`src/rtl/wb_pkg.sv`:
```
// Shared encodings for the writeback stage: integer writeback select and
// the FP double-split sequencer state.
package wb_pkg;

  localparam logic [1:0] WRCTRL_NONE = 2'b00;
  localparam logic [1:0] WRCTRL_ALU  = 2'b01;
  localparam logic [1:0] WRCTRL_MEM  = 2'b10;

  typedef enum logic {
    WB_RUN = 1'b0,
    WB_LO  = 1'b1
  } wbState_t;

endpackage

```
`src/rtl/wb_writeback_unit_if.sv`:
```
// MEM/WB register to writeback-stage link; memWrWrite flows back to hold
// the MEM/WB register while a double-precision result is being split.
interface wb_writeback_unit_if;
  logic [31:0] aluResultWb;
  logic [31:0] memDataWb;
  logic [4:0]  rWWb;
  logic [1:0]  wrCtrlWb;
  logic [63:0] fp_busW;
  logic [4:0]  fp_rWWb;
  logic        fp_regWr;
  logic        fp_dbl;
  logic        memWrWrite;

  modport master (
    output aluResultWb, memDataWb, rWWb, wrCtrlWb,
    output fp_busW, fp_rWWb, fp_regWr, fp_dbl,
    input  memWrWrite
  );

  modport slave (
    input  aluResultWb, memDataWb, rWWb, wrCtrlWb,
    input  fp_busW, fp_rWWb, fp_regWr, fp_dbl,
    output memWrWrite
  );
endinterface

```
`src/rtl/fp_dword_sequencer.sv`:
```
// Drives the 32-bit FP register-file write port, splitting a 64-bit result
// into high half (even reg) then low half (odd reg) over two cycles.
//
// state  | meaning
// WB_RUN | accepting MEM/WB; singles and double high halves written here
// WB_LO  | MEM/WB ignored; held low half written to the odd register
module fp_dword_sequencer
  import wb_pkg::*;
(
  input  logic        clk,
  input  logic        rst_n,
  input  logic [63:0] fpBusW,
  input  logic [4:0]  fpRwWb,
  input  logic        fpRegWr,
  input  logic        fpDbl,
  output logic [31:0] fpWrData,
  output logic [4:0]  fpWrAddr,
  output logic        fpWrEn,
  output logic        memWrWrite,
  output logic        inRun
);

  wbState_t    state;
  logic [31:0] holdData;
  logic [4:0]  holdAddr;

  assign inRun      = (state == WB_RUN);
  assign memWrWrite = !(inRun && fpRegWr && fpDbl);

  always_ff @(posedge clk or negedge rst_n) begin
    if (!rst_n) begin
      state    <= WB_RUN;
      holdData <= '0;
      holdAddr <= '0;
      fpWrData <= '0;
      fpWrAddr <= '0;
      fpWrEn   <= 1'b0;
    end else begin
      case (state)
        WB_RUN: begin
          fpWrEn <= fpRegWr;
          if (fpRegWr && fpDbl) begin
            // Bit 0 of the destination is ignored: the pair is always {even, odd}
            fpWrAddr <= {fpRwWb[4:1], 1'b0};
            fpWrData <= fpBusW[63:32];
            holdAddr <= {fpRwWb[4:1], 1'b1};
            holdData <= fpBusW[31:0];
            state    <= WB_LO;
          end else if (fpRegWr) begin
            fpWrAddr <= fpRwWb;
            fpWrData <= fpBusW[31:0];
          end
        end
        WB_LO: begin
          fpWrEn   <= 1'b1;
          fpWrAddr <= holdAddr;
          fpWrData <= holdData;
          state    <= WB_RUN;
        end
        default: state <= WB_RUN;
      endcase
    end
  end

endmodule

```
`src/rtl/wb_writeback_unit.sv`:
```
// Writeback stage: integer result select and register-file write port,
// FP write port via the double-split sequencer, and a commit counter.
module wb_writeback_unit
  import wb_pkg::*;
(
  input  logic                       clk,
  input  logic                       rst_n,
  wb_writeback_unit_if.slave         memWb,
  output logic                       wb_stall,
  output logic [31:0]                busW,
  output logic [4:0]                 rW,
  output logic                       regWr,
  output logic [31:0]                fp_wrData,
  output logic [4:0]                 fp_wrAddr,
  output logic                       fp_wrEn,
  output logic [31:0]                wb_count
);

  logic inRun;
  logic seqMemWrWrite;
  logic intWr;

  fp_dword_sequencer uSeq (
    .clk        (clk),
    .rst_n      (rst_n),
    .fpBusW     (memWb.fp_busW),
    .fpRwWb     (memWb.fp_rWWb),
    .fpRegWr    (memWb.fp_regWr),
    .fpDbl      (memWb.fp_dbl),
    .fpWrData   (fp_wrData),
    .fpWrAddr   (fp_wrAddr),
    .fpWrEn     (fp_wrEn),
    .memWrWrite (seqMemWrWrite),
    .inRun      (inRun)
  );

  assign memWb.memWrWrite = seqMemWrWrite;
  assign wb_stall         = !seqMemWrWrite;

  assign intWr = ((memWb.wrCtrlWb == WRCTRL_ALU) || (memWb.wrCtrlWb == WRCTRL_MEM))
                 && (memWb.rWWb != 5'd0);

  always_ff @(posedge clk or negedge rst_n) begin
    if (!rst_n) begin
      busW     <= '0;
      rW       <= '0;
      regWr    <= 1'b0;
      wb_count <= '0;
    end else if (inRun) begin
      regWr <= intWr;
      rW    <= memWb.rWWb;
      if (memWb.wrCtrlWb == WRCTRL_ALU)
        busW <= memWb.aluResultWb;
      else if (memWb.wrCtrlWb == WRCTRL_MEM)
        busW <= memWb.memDataWb;
      if (intWr || memWb.fp_regWr)
        wb_count <= wb_count + 32'd1;
    end else begin
      // Second half of a double: the instruction's integer write already happened
      regWr <= 1'b0;
    end
  end

endmodule

```
`src/flat_wrapper.sv`:
```
// flat-port wrapper written by rule: the top's interface ports become plain ports
module wb_writeback_unit_flat import wb_pkg::*;
  (clk, rst_n, wb_stall, busW, rW, regWr, fp_wrData, fp_wrAddr, fp_wrEn, wb_count, memWb_aluResultWb, memWb_memDataWb, memWb_rWWb, memWb_wrCtrlWb, memWb_fp_busW, memWb_fp_rWWb, memWb_fp_regWr, memWb_fp_dbl, memWb_memWrWrite);
  wb_writeback_unit_if memWb_i ();
  input  logic clk;
  input  logic rst_n;
  output logic wb_stall;
  output logic [31:0] busW;
  output logic [4:0] rW;
  output logic regWr;
  output logic [31:0] fp_wrData;
  output logic [4:0] fp_wrAddr;
  output logic fp_wrEn;
  output logic [31:0] wb_count;
  input wire logic [$bits(memWb_i.aluResultWb)-1:0] memWb_aluResultWb;
  input wire logic [$bits(memWb_i.memDataWb)-1:0] memWb_memDataWb;
  input wire logic [$bits(memWb_i.rWWb)-1:0] memWb_rWWb;
  input wire logic [$bits(memWb_i.wrCtrlWb)-1:0] memWb_wrCtrlWb;
  input wire logic [$bits(memWb_i.fp_busW)-1:0] memWb_fp_busW;
  input wire logic [$bits(memWb_i.fp_rWWb)-1:0] memWb_fp_rWWb;
  input wire logic [$bits(memWb_i.fp_regWr)-1:0] memWb_fp_regWr;
  input wire logic [$bits(memWb_i.fp_dbl)-1:0] memWb_fp_dbl;
  output wire logic [$bits(memWb_i.memWrWrite)-1:0] memWb_memWrWrite;
  assign memWb_i.aluResultWb = memWb_aluResultWb;
  assign memWb_i.memDataWb = memWb_memDataWb;
  assign memWb_i.rWWb = memWb_rWWb;
  assign memWb_i.wrCtrlWb = memWb_wrCtrlWb;
  assign memWb_i.fp_busW = memWb_fp_busW;
  assign memWb_i.fp_rWWb = memWb_fp_rWWb;
  assign memWb_i.fp_regWr = memWb_fp_regWr;
  assign memWb_i.fp_dbl = memWb_fp_dbl;
  assign memWb_memWrWrite = memWb_i.memWrWrite;
  wb_writeback_unit u_core (.clk(clk), .rst_n(rst_n), .memWb(memWb_i), .wb_stall(wb_stall), .busW(busW), .rW(rW), .regWr(regWr), .fp_wrData(fp_wrData), .fp_wrAddr(fp_wrAddr), .fp_wrEn(fp_wrEn), .wb_count(wb_count));
endmodule
```
`config.mk`:
```
export PLATFORM = sky130hd
export DESIGN_NAME = wb_writeback_unit_flat
export DESIGN_NICKNAME = d
export VERILOG_FILES = /design/src/rtl/wb_pkg.sv /design/src/rtl/wb_writeback_unit_if.sv /design/src/rtl/fp_dword_sequencer.sv /design/src/rtl/wb_writeback_unit.sv /design/src/flat_wrapper.sv
export SDC_FILE = /design/constraint.sdc
export NUM_CORES = 1
export LEC_CHECK = 0
export ABC_AREA = 1
export CAP_MARGIN = 40
export CORE_MARGIN = 5
export CORE_UTILIZATION = 46
export CTS_CLUSTER_SIZE = 28
export DETAILED_ROUTE_END_ITERATION = 16
export PLACE_DENSITY = 0.78
export SYNTH_ARGS = -nofsm -noshare
export SYNTH_HDL_FRONTEND = slang
export SYNTH_HIERARCHICAL = 1
export SYNTH_SLANG_ARGS = --single-unit
export TNS_END_PERCENT = 10
```
`constraint.sdc`:
```
create_clock -name clk -period 2.1 [get_ports clk]
set_input_delay 0.525 -clock clk [delete_from_list [all_inputs] [get_ports clk]]
set_output_delay 0.525 -clock clk [all_outputs]
set_load 0.01 [all_outputs]
```
Yosys cells after proc, flatten, opt, wreduce, memory -nomap -nowiden
Index checks and enable logic that the tools add are counted.
{"block": "totals", "rom_bits": 0, "n_memories": 0, "input_bits": 144, "output_inout_bits": 110, "ff_bits": 146, "latch_bits": 0, "ram_bits": 0}
{"block": "op_classes", "bitwise": 1, "n_addsub": 1, "mux": 12, "n_mul": 0, "div": 0, "n_eq_ne": 3, "shifts": 0, "n_reduce_logical": 12, "magnitude_cmp": 0}
{"operator": "32-bit 2-to-1 mux", "count": 4}
{"operator": "32-bit case mux with 2 select lines", "count": 1}
{"operator": "32-bit by 1-bit adder with 32-bit output, second input constant", "count": 1}
{"operator": "5-bit 2-to-1 mux", "count": 2}
{"operator": "5-bit case mux with 2 select lines", "count": 1}
{"operator": "2-bit AND reduction", "count": 3}
{"operator": "5-bit nonzero test", "count": 1}
{"operator": "1-bit logical AND", "count": 4}
{"operator": "1-bit case mux with 2 select lines", "count": 2}
{"operator": "3-bit by 2-bit inequality test with 1-bit output, second input constant", "count": 1}
{"operator": "2-bit by 1-bit equality test with 1-bit output, second input constant", "count": 1}
{"operator": "2-bit equality test, second input constant", "count": 1}
{"operator": "1-bit logical OR", "count": 2}
{"operator": "1-bit 2-to-1 mux", "count": 2}
{"operator": "2-bit nonzero test", "count": 1}
{"operator": "1-bit logical NOT", "count": 1}
{"operator": "1-bit NOT", "count": 1}

Logic depth before layout (Yosys ltp)
Gate-level depths: netlist of run 1.
{"block": "logic_depth", "ltp_word": 5, "ltp_mapped": 11}

By module
Netlist of run 1, hierarchy kept.
{"mod": "fp_dword_sequencer", "instances": 1, "cells_per_inst": 533, "area_each_um2": 3806.2}
{"mod": "wb_writeback_unit", "instances": 1, "cells_per_inst": 468, "area_each_um2": 3585.9}

Least setup slack after synthesis of run 1
No wires, ideal clock.
{"block": "synth_timing", "path_type": "input -> output", "from": "input memWb_fp_dbl", "to": "output wb_stall", "arrival_time_ns": 1.219, "setup_slack_ns": 0.356, "required_ns": 1.575, "stages": 6, "cell_sequence": "buf_2 -> nand2_1 -> nor2_2 -> inv_2 -> buf_2 -> inv_1"}
{"block": "synth_via", "elab_chain_cells": 1}
{"item": "start, declared", "line_no": "flat_wrapper.sv:22", "source": "input wire logic [$bits(memWb_i.fp_dbl)-1:0] memWb_fp_dbl;"}
{"item": "1-bit logical AND", "line_no": "fp_dword_sequencer.sv:28", "source": "assign memWrWrite = !(inRun && fpRegWr && fpDbl);"}
{"item": "end, declared", "line_no": "flat_wrapper.sv:7", "source": "output logic wb_stall;"}
No other way between the ends.

Worst setup path after layout of run 1
{"block": "layout_timing", "from": "register u_core.uSeq.state", "to": "output memWb_memWrWrite"}
{"block": "layout_via", "elab_chain_cells": 4}
{"item": "start, declared", "line_no": "fp_dword_sequencer.sv:23", "source": "wbState_t state;"}
{"item": "start signal, assigned", "line_no": "fp_dword_sequencer.sv:32", "source": "state <= WB_RUN;"}
{"item": "start signal, assigned", "line_no": "fp_dword_sequencer.sv:48", "source": "state <= WB_LO;"}
{"item": "start signal, assigned", "line_no": "fp_dword_sequencer.sv:58", "source": "state <= WB_RUN;"}
{"item": "1-bit NOT (no line)"}
{"item": "1-bit logical AND (2 in series)", "line_no": "fp_dword_sequencer.sv:28"}
{"item": "1-bit logical NOT", "line_no": "fp_dword_sequencer.sv:28"}
{"item": "end, declared", "line_no": "flat_wrapper.sv:23", "source": "output wire logic [$bits(memWb_i.memWrWrite)-1:0] memWb_memWrWrite;"}
No other way between the ends.

==> results.md, run 1 <==
- Critical path fanouts, max: 3
- Vias in the first global route: slightly above 7000
- Cell-internal power: 6.32 mW
- Arr. time, crit path: between 1500 and 2000 ps
- Worst-Skew Late Latency: about 420 ps
- CTS Sinks: about 150
- Synth top area share: 49.4%
- Routed Wire Length: ~22 mm
- Fin nets: around 1400
- Reg power frac: 40.0%
- GRT Overall Usage: between 20% and 30%
- Clk slew on worst S/H paths: 60 ps
- Status: finished clean
- Setup Viol. Count Final: 0
- Clock power share: 35.1%
- Final min period: 2040 ps
- Hold WC Path Type: in2async
- Proportion of layout cells with a drive suffix above 1: 5.56%
- Initial core utilization: 46.7%
- Setup ws final: approximately 60 ps
- CTS Buf Count: 17
- Top_reg_cell synth: dfrtp_1
- Synth top cells by count: 391 x nand2_1, 146 x dfrtp_1, 138 x inv_1
- Yosys top cell by area: dfrtp_1
- Largest net degree at the start of global routing: 58
- Design area: 0.0108 mm^2
- Setup crit end kind: output port
- DRT antenna net count: 0
- Critical Setup Path Class: reg2out
- Seq/Total Area, Yosys: about half
- Combinational share of power: 24.9%
- Top-Level Pins: ~250
- Sw frac: 28.4%
- Chip height: 137 um
- GPL Wtd Cong: 0.879
- Max_slew headroom: 70.5%
- Post-synth EDFFs: 0
- First-pass GRT wire length: 35.3 mm
- Core area: 0.0158 mm^2
- Die area: 0.0187 mm^2
- Final hold violations: 0
- Die width: 137 um
- Fin crit share: 97.2%
- Synth top area cells: dfrtp_1 49%, nand2_1 20%, inv_1 7.0%
- Max-Cap Viols: 0
- Distinct cells, synth: 26
- 1st-pass router iterations: 5
- FMAX: around 0.49 GHz
- Ys Warns: 6
- Fill cells: 1344
- Average wire per standard cell: 15.1 um
- Pwr Density: between 800 and 900 mW/mm^2
- Synthesized area per cell: ~7.4 um^2
- Fin. max-slew vios: 0
- Root Buffer: clkbuf_16
- Slew @ Worst Pin: 443 ps
- DRT iter0 DRCs: 458
- Unrepaired setup endpoints after global routing: no
- Synth Cell Area: 0.00739 mm^2
- DP Area: about 0.01 mm^2
- H-tree Lvls: 4
- CTS Buffer Depth: 2
- Ys async rst share: 100%
- Via-per-instance ratio: 4.90
- GRT Residual Overflow: 0
- Worst VDD drop: around 610 uV
- Cell count after synthesis: 1001
- FF+latch count, synth: 146
- P_sw: 2.51 mW
- Pre-CTS setup slack: -90.5 ps
- Area growth syn-to-layout: 46.2%
- Initial antenna violation count: 1
- Number of remaining DRC errors: 0
- Worst endpoint required time: 1570 ps
- Clock skew: 9.28 ps
- Pleak: 5.40 nW
- Row count: 46
- Most numerous cell in the Yosys netlist: nand2_1
- CP Launch Type: flip-flop
- Syn nets: 1147
- DP Wirelength: ~16 mm
- Routed vias: 7240
- CTS tree: done
- PortBufs: 253
==> placed cells by master (no fill, tap or decap) <==
master / n
buf_4: 11
xnor2_1: 1
a31oi_1: 32
nand4_1: 12
clkbuf_8: 2
inv_6: 1
a21oi_1: 32
nand2_1: 391
clkinv_1: 7
clkdlybuf4s50_1: 249
clkinvlp_4: 1
nor3_1: 6
diode_2: 1
dfrtp_2: 1
or2_1: 1
nand2_4: 1
and2_1: 1
o21ai_0: 3
clkbuf_1: 3
buf_6: 1
ha_1: 2
clkinv_2: 5
bufinv_16: 3
nor2_1: 60
nor2_2: 7
nand2_2: 1
xor2_1: 16
dlygate4sd2_1: 1
clkbuf_16: 17
inv_1: 138
nor2_4: 4
inv_2: 3
nand3b_1: 3
buf_2: 2
dfrtp_1: 145
nand3_1: 87
buf_12: 10
==> kinds of logic after synthesis <==
family | count (synthesis) | synth area share, %
AO/OA/AOI/OAI | 67 | 5.08
XOR/XNOR | 17 | 2.01
adder cells (fa/ha/maj) | 2 | 0.338
buffers and inverters | 195 | 11.2
flip-flops | 146 | 49.4
AND/OR/NAND/NOR | 574 | 32.0
==> what timing repair did <==
action / CTS / global route
buffers inserted: 1 / 0
hold buffers: 0 / 0
gates resized for setup: 1 / 0
endpoints found under the setup margin: 2 / 0
==> per-stage QoR <==
stage               setup TNS [ps]  instances  power, mW  hold WS (ps)  util (%)
global placement              -876       1443       5.73           451      64.5
detailed placement           -1600       1443       5.78           452      64.5
floorplan                        0       1001       4.49           229         -
global route                     0       1477       9.29          32.7      68.3
finish                           0       1477       8.83          6.04      68.3
CTS                              0       1476       8.89          10.9      68.3
==> metal layers <==
| layer | part of all wire [%] | vias up | global-route usage [%] |
|---|---|---|---|
| met4 | 2.7 | 0 | 9.13 |
| li1 | - | 3558 | - |
| met1 | 38 | 3320 | 28.3 |
| met2 | 48 | 321 | 40.6 |
| met3 | 11 | 41 | 9.01 |
| met5 | 0 | - | 0 |
==> registers in the layout, indices dropped and copies added (netlist names) <==
name                  count
u_core/busW              32
u_core/wb_count          32
u_core/uSeq/fpWrAddr      5
u_core/uSeq/holdData     32
u_core/rW                 5
u_core/uSeq/fpWrEn        1
u_core/uSeq/state         1
u_core/uSeq/fpWrData     32
u_core/regWr              1
u_core/uSeq/holdAddr      5
==> worst max-delay path, cell delays in order, from the launching register on <==
cell             delay, ps
dfrtp_2                420
nor2_4                 130
inv_2                   60
clkdlybuf4s50_1        480
==> final timing paths <==
kind / start / end / slack, ps / depth (start not counted)
worst max-delay path: u_core/uSeq/state$_DFF_PN0_ / memWb_memWrWrite / 60 / 3
worst min-delay path: rst_n / u_core/wb_count[12]$_DFFE_PN0P_ / 6 / 1
worst max register to register: u_core/wb_count[0]$_DFFE_PN0P_ / u_core/wb_count[14]$_DFFE_PN0P_ / 320 / 7
worst min register to register: u_core/uSeq/holdAddr[0]$_DFFE_PN0P_ / u_core/uSeq/holdAddr[0]$_DFFE_PN0P_ / 460 / 1
max in group asynchronous: rst_n / u_core/busW[5]$_DFFE_PN0P_ / 1450 / 2
min in group clk: u_core/uSeq/holdAddr[0]$_DFFE_PN0P_ / u_core/uSeq/holdAddr[0]$_DFFE_PN0P_ / 460 / 1
==> final cells by class <==
cell class / count / area (um^2) / share of cell area, %
sequential: 146 / 3650 / 33.8
multi-input combinational: 660 / 2920 / 27.1
timing repair buffer: 274 / 2810 / 26.0
inverter: 148 / 556 / 5.14
clock buffer: 22 / 464 / 4.29
tap: 216 / 270 / 2.50
clock inverter: 10 / 131 / 1.22
antenna: 1 / 2.50 / 0.0232
==> power groups by stage <==
stage / logic (mW) / registers, mW / clock network [mW]
final: 2.20 / 3.53 / 3.10
after global routing: 2.43 / 3.59 / 3.27
after CTS: 2.23 / 3.53 / 3.14
after detailed placement: 2.20 / 3.58 / 0
after global placement: 2.17 / 3.56 / 0
after floorplan: 0.806 / 3.68 / 0
Note: power is estimated with default switching activity, not from simulation.
==> inputs of run 2 (changes only) <==
--- a/config.mk
+++ b/config.mk
@@ -11,7 +11,9 @@
 export CORE_UTILIZATION = 46
 export CTS_CLUSTER_SIZE = 28
 export DETAILED_ROUTE_END_ITERATION = 16
+export HOLD_SLACK_MARGIN = 0.03
 export PLACE_DENSITY = 0.78
+export SKIP_LAST_GASP = 1
 export SYNTH_ARGS = -nofsm -noshare
 export SYNTH_HDL_FRONTEND = slang
 export SYNTH_HIERARCHICAL = 1
==> results.md, run 2 (synthesized netlist as in run 1, its figures left out) <==
- Hold WC Path Type: reg2reg
- Status: finished clean
- Arr. time, crit path: 1510 ps
- Fin crit share: between 90% and 100%
- Top-Level Pins: 254
- Routed vias: 7258
- Initial antenna violation count: 1
- Die area: 0.0187 mm^2
- Largest net degree at the start of global routing: 58
- Setup crit end kind: output port
- Via-per-instance ratio: 4.91
- Worst endpoint required time: roughly 1600 ps
- Die width: approximately 140 um
- Worst VDD drop: about 600 uV
- Average wire per standard cell: 15.1 um
- Routed Wire Length: 22.4 mm
- DRT antenna net count: 0
- Proportion of layout cells with a drive suffix above 1: 5.55%
- Design area: 0.0108 mm^2
- Vias in the first global route: 7098
- DP Wirelength: 15.9 mm
- Initial core utilization: 46.7%
- Pwr Density: between 800 and 900 mW/mm^2
- Fin. max-slew vios: 0
- Pleak: ~5.4 nW
- H-tree Lvls: 4
- CTS tree: done
- FMAX: 0.491 GHz
- DRT iter0 DRCs: 424
- Worst-Skew Late Latency: 420 ps
- Worst-path cell chain: nor2_4 -> inv_2 -> clkdlybuf4s50_1
- Chip height: between 100 and 150 um
- Core area: 0.0158 mm^2
- Number of remaining DRC errors: 0
- Pre-CTS setup slack: -90.5 ps
- DP Area: slightly above 0.01 mm^2
- CP Launch Type: flip-flop
- Area of the multi-input gates: ~0.003 mm^2
- Row count: 46
- Area growth syn-to-layout: 46.3%
- GRT Overall Usage: 24.2%
- Max-Cap Viols: 0
- Most common cell after layout, fill and taps aside: nand2_1
- Critical path fanouts, max: 3
- Final min period: 2040 ps
- Final core utilization: 68.3%
- CTS Buf Count: 17
- Sequential cell area: 0.00365 mm^2
- Fin nets: 1394
- Setup TNS Final: 0 ps
- Setup Viol. Count Final: 0
- GRT Residual Overflow: 0
- Commonest cells after routing, fill and taps aside: 391 x nand2_1, 249 x clkdlybuf4s50_1, 145 x dfrtp_1, 138 x inv_1, 87 x nand3_1
- Crit-path slowest cell: clkdlybuf4s50_1
- Critical Setup Path Class: reg2out
- PortBufs: 253
- Max incr delay on CP: ~480 ps
- Clock skew: around 9 ps
- Clk slew on worst S/H paths: 60 ps
- Setup ws final: 61.8 ps
- Final hold violations: 0
- CTS Buffer Depth: 2
- Fill cells: roughly 1300
- 1st-pass router iterations: 5
- Slew @ Worst Pin: 446 ps
- CTS Sinks: 146
- Max_slew headroom: 70.3%
- Root Buffer: clkbuf_16
- First-pass GRT wire length: around 35 mm
- Unrepaired setup endpoints after global routing: no
- GPL Wtd Cong: 0.879
==> run 2: worst max-delay path: cells and delay by family (launching register included) <==
kind                   cells  cell delay (ps)
buffers and inverters      2              540
DFF                        1              420
and+or+nand+nor            1              130
==> run 2: area by class of cell <==
cell class,count,share of cell area [%]
clock inverter,10,1.21
sequential,146,33.8
inverter,148,5.14
timing repair buffer,275,26.0
tap,216,2.50
clock buffer,22,4.29
antenna,1,0.0231
multi-input combinational,660,27.0
==> run 2: report_power, final <==
| group | switching (mW) | total, mW | internal, mW |
|---|---|---|---|
| logic | 1.05 | 2.20 | 1.15 |
| registers | 0.289 | 3.53 | 3.24 |
| clock network | 1.17 | 3.09 | 1.93 |
==> run 2: per-stage QoR <==
stage / power [mW] / hold slack [ps] / std cells
4_1_cts: 8.89 / 467 / 1477
3_3_place_gp: 5.73 / 451 / 1443
5_1_grt: 9.29 / 491 / 1478
3_5_place_dp: 5.78 / 452 / 1443
2_1_floorplan: 4.49 / 229 / 1001
6_report: 8.83 / 464 / 1478
==> run 2: final timing paths <==
kind                                                startpoint                             endpoint  slack (ps)  cells past startpoint
setup reg to reg                u_core/wb_count[0]$_DFFE_PN0P_      u_core/wb_count[30]$_DFFE_PN0P_         320                      8
min in group asynchronous                                rst_n      u_core/wb_count[12]$_DFFE_PN0P_         580                      2
max in group asynchronous                                rst_n           u_core/busW[5]$_DFFE_PN0P_         880                      3
hold / removal             u_core/uSeq/holdAddr[0]$_DFFE_PN0P_  u_core/uSeq/holdAddr[0]$_DFFE_PN0P_         460                      1
setup / recovery                   u_core/uSeq/state$_DFF_PN0_                     memWb_memWrWrite          60                      3
hold reg to reg            u_core/uSeq/holdAddr[0]$_DFFE_PN0P_  u_core/uSeq/holdAddr[0]$_DFFE_PN0P_         460                      1
==> run 2: timing repair <==
| action | in CTS | in global routing |
|---|---|---|
| hold buffers | 1 | 0 |
| endpoints found under the setup margin | 2 | 0 |
| endpoints found under the hold margin | 37 | 0 |
| gates resized for setup | 1 | 0 |
| buffers inserted | 1 | 0 |
==> run 2: per-layer routing <==
metal  track usage [%]  wire [um]  vias up  share of wire, %
met5                 0          0        -                 0
met4              9.13        610        0               2.7
met3              9.01       2490       38                11
met2              40.6      10700      332                48
met1              28.3       8580     3328                38
li1                  -          -     3560                 -
==> inputs of run 3 (changes only) <==
--- a/config.mk
+++ b/config.mk
@@ -7,6 +7,7 @@
 export LEC_CHECK = 0
 export ABC_AREA = 1
 export CAP_MARGIN = 40
+export CORE_ASPECT_RATIO = 1.5
 export CORE_MARGIN = 5
 export CORE_UTILIZATION = 46
 export CTS_CLUSTER_SIZE = 28
==> results.md, run 3 (synthesized netlist as in run 1, its figures left out) <==
- Max incr delay on CP: 490 ps
- Setup crit end kind: output port
- Pre-CTS setup slack: -271 ps
- Final hold violations: 0
- Worst VDD drop: 665 uV
- Most common cell after layout, fill and taps aside: nand2_1
- Clk slew on worst S/H paths: approximately 60 ps
- DRT iter0 DRCs: 446
- Fin crit share: 98.9%
- Crit-path slowest cell: clkdlybuf4s50_1
- R2R setup slack: roughly 330 ps
- Unrepaired setup endpoints after global routing: yes
- DP Area: between 0.01 and 0.015 mm^2
- CTS Sinks: 146
- DP Wirelength: around 17 mm
- GPL Wtd Cong: 0.847
- Setup ws final: 23.1 ps
- Vias in the first global route: 7256
- Die area: 0.0188 mm^2
- Fin. max-slew vios: 0
- Routed vias: between 7000 and 8000
- FMAX: 0.481 GHz
- CTS tree: done
- Hold_buf cts: 0
- GRT Residual Overflow: 0
- Routed Wire Length: 23.4 mm
- Setup TNS Final: 0 ps
- Max-Cap Viols: 0
- 1st-pass router iterations: 5
- GRT Overall Usage: 24.9%
- Top-Level Pins: approximately 250
- Initial core utilization: a little under half
- Status: finished clean
- H-tree Lvls: 4
- WP buf/inv: 3
- Core area: ~0.016 mm^2
- Root Buffer: clkbuf_16
- Slew @ Worst Pin: 507 ps
- Fin nets: around 1400
- Worst-Skew Late Latency: between 400 and 500 ps
- Via-per-instance ratio: 4.90
- Setup Viol. Count Final: 0
- Crit path max-delay family: buffers and inverters
- Final min period: ~2100 ps
- Initial antenna violation count: 4
- Critical path fanouts, max: 3
- DRT antenna net count: 0
- Die width: 114 um
- Fill cells: 1320
- Largest net degree at the start of global routing: 52
- Critical Setup Path Class: in2out
- Arr. time, crit path: 1550 ps
- Average wire per standard cell: between 15 and 20 um
- Area growth syn-to-layout: 46.5%
- Design area: around 0.011 mm^2
- PortBufs: 253
- Chip height: 165 um
- CTS Buffer Depth: 2
- Pwr Density: 842 mW/mm^2
- Worst endpoint required time: ~1600 ps
- Hold WC Path Type: in2async
- Max_slew headroom: about two thirds
- Worst-path cell chain: clkdlybuf4s50_1 -> nand2_1 -> nor2_4 -> inv_2 -> dlygate4sd2_1
- CTS Buf Count: 17
- Proportion of layout cells with a drive suffix above 1: roughly 5.8%
- First-pass GRT wire length: ~37 mm
- Clock skew: 11.6 ps
- Pleak: ~5.4 nW
- Number of remaining DRC errors: 0
- CP Launch Type: primary input
- Commonest cells after routing, fill and taps aside: 391 x nand2_1, 249 x clkdlybuf4s50_1, 145 x dfrtp_1, 138 x inv_1, 87 x nand3_1
- Row count: 56
[run 3: cell types whose count changed in the layout (fill, tap and decap cells not counted), moves of 2 or more]
cell       before  now
bufinv_16       3    5
clkinv_4        0    3
buf_4          11   16
buf_12         10    7
clkinv_2        5    1
[run 3: worst paths after layout]
path / start / to / depth (start not counted)
max: memWb_fp_dbl / memWb_memWrWrite / 5
min: rst_n / u_core/wb_count[8]$_DFFE_PN0P_ / 1
max reg2reg: u_core/wb_count[0]$_DFFE_PN0P_ / u_core/wb_count[14]$_DFFE_PN0P_ / 7
min reg2reg: u_core/rW[1]$_DFFE_PN0P_ / u_core/rW[1]$_DFFE_PN0P_ / 2
max in group asynchronous: rst_n / u_core/uSeq/holdData[16]$_DFFE_PN0P_ / 2
min in group clk: u_core/rW[1]$_DFFE_PN0P_ / u_core/rW[1]$_DFFE_PN0P_ / 2
[run 3: layout make-up]
cell class / count / area (um^2) / share of cell area, %
clock buffer: 20 / 447 / 4.13
timing repair buffer: 276 / 2780 / 25.7
sequential: 146 / 3650 / 33.8
antenna: 2 / 5.00 / 0.0462
clock inverter: 12 / 205 / 1.90
multi-input combinational: 660 / 2920 / 27.0
tap: 203 / 254 / 2.35
inverter: 148 / 556 / 5.13
[run 3: routing by layer]
metal	GRT usage [%]	part of all wire (%)	vias up
met4	13.4	4.7	4
met2	44.6	53	229
met1	26.8	36	3331
li1	-	-	3565
met5	0	0.15	-
met3	6.16	6.0	62
[run 3: power breakdown]
group / internal, mW / leakage [nW] / switching, mW / total, mW
Clock: 2.15 / 0.311 / 1.21 / 3.36
Sequential: 3.24 / 1.73 / 0.293 / 3.53
Combinational: 1.14 / 3.37 / 1.08 / 2.22
[run 3: timing repair]
item                                   CTS  global route
setup buffers                            0             0
setup endpoints to repair                2             2
resized for setup                        2             2
endpoints found under the hold margin    0             0
[run 3: metrics by stage]
step	std cells	power, mW	hold slack [ps]	utilization [%]
floorplan	1001	4.49	229	-
global placement	1433	5.74	453	64.8
detailed placement	1433	5.80	455	64.8
CTS	1465	9.20	70.4	69.0
global route	1467	9.55	85.6	69.0
finish	1467	9.11	59.5	69.0
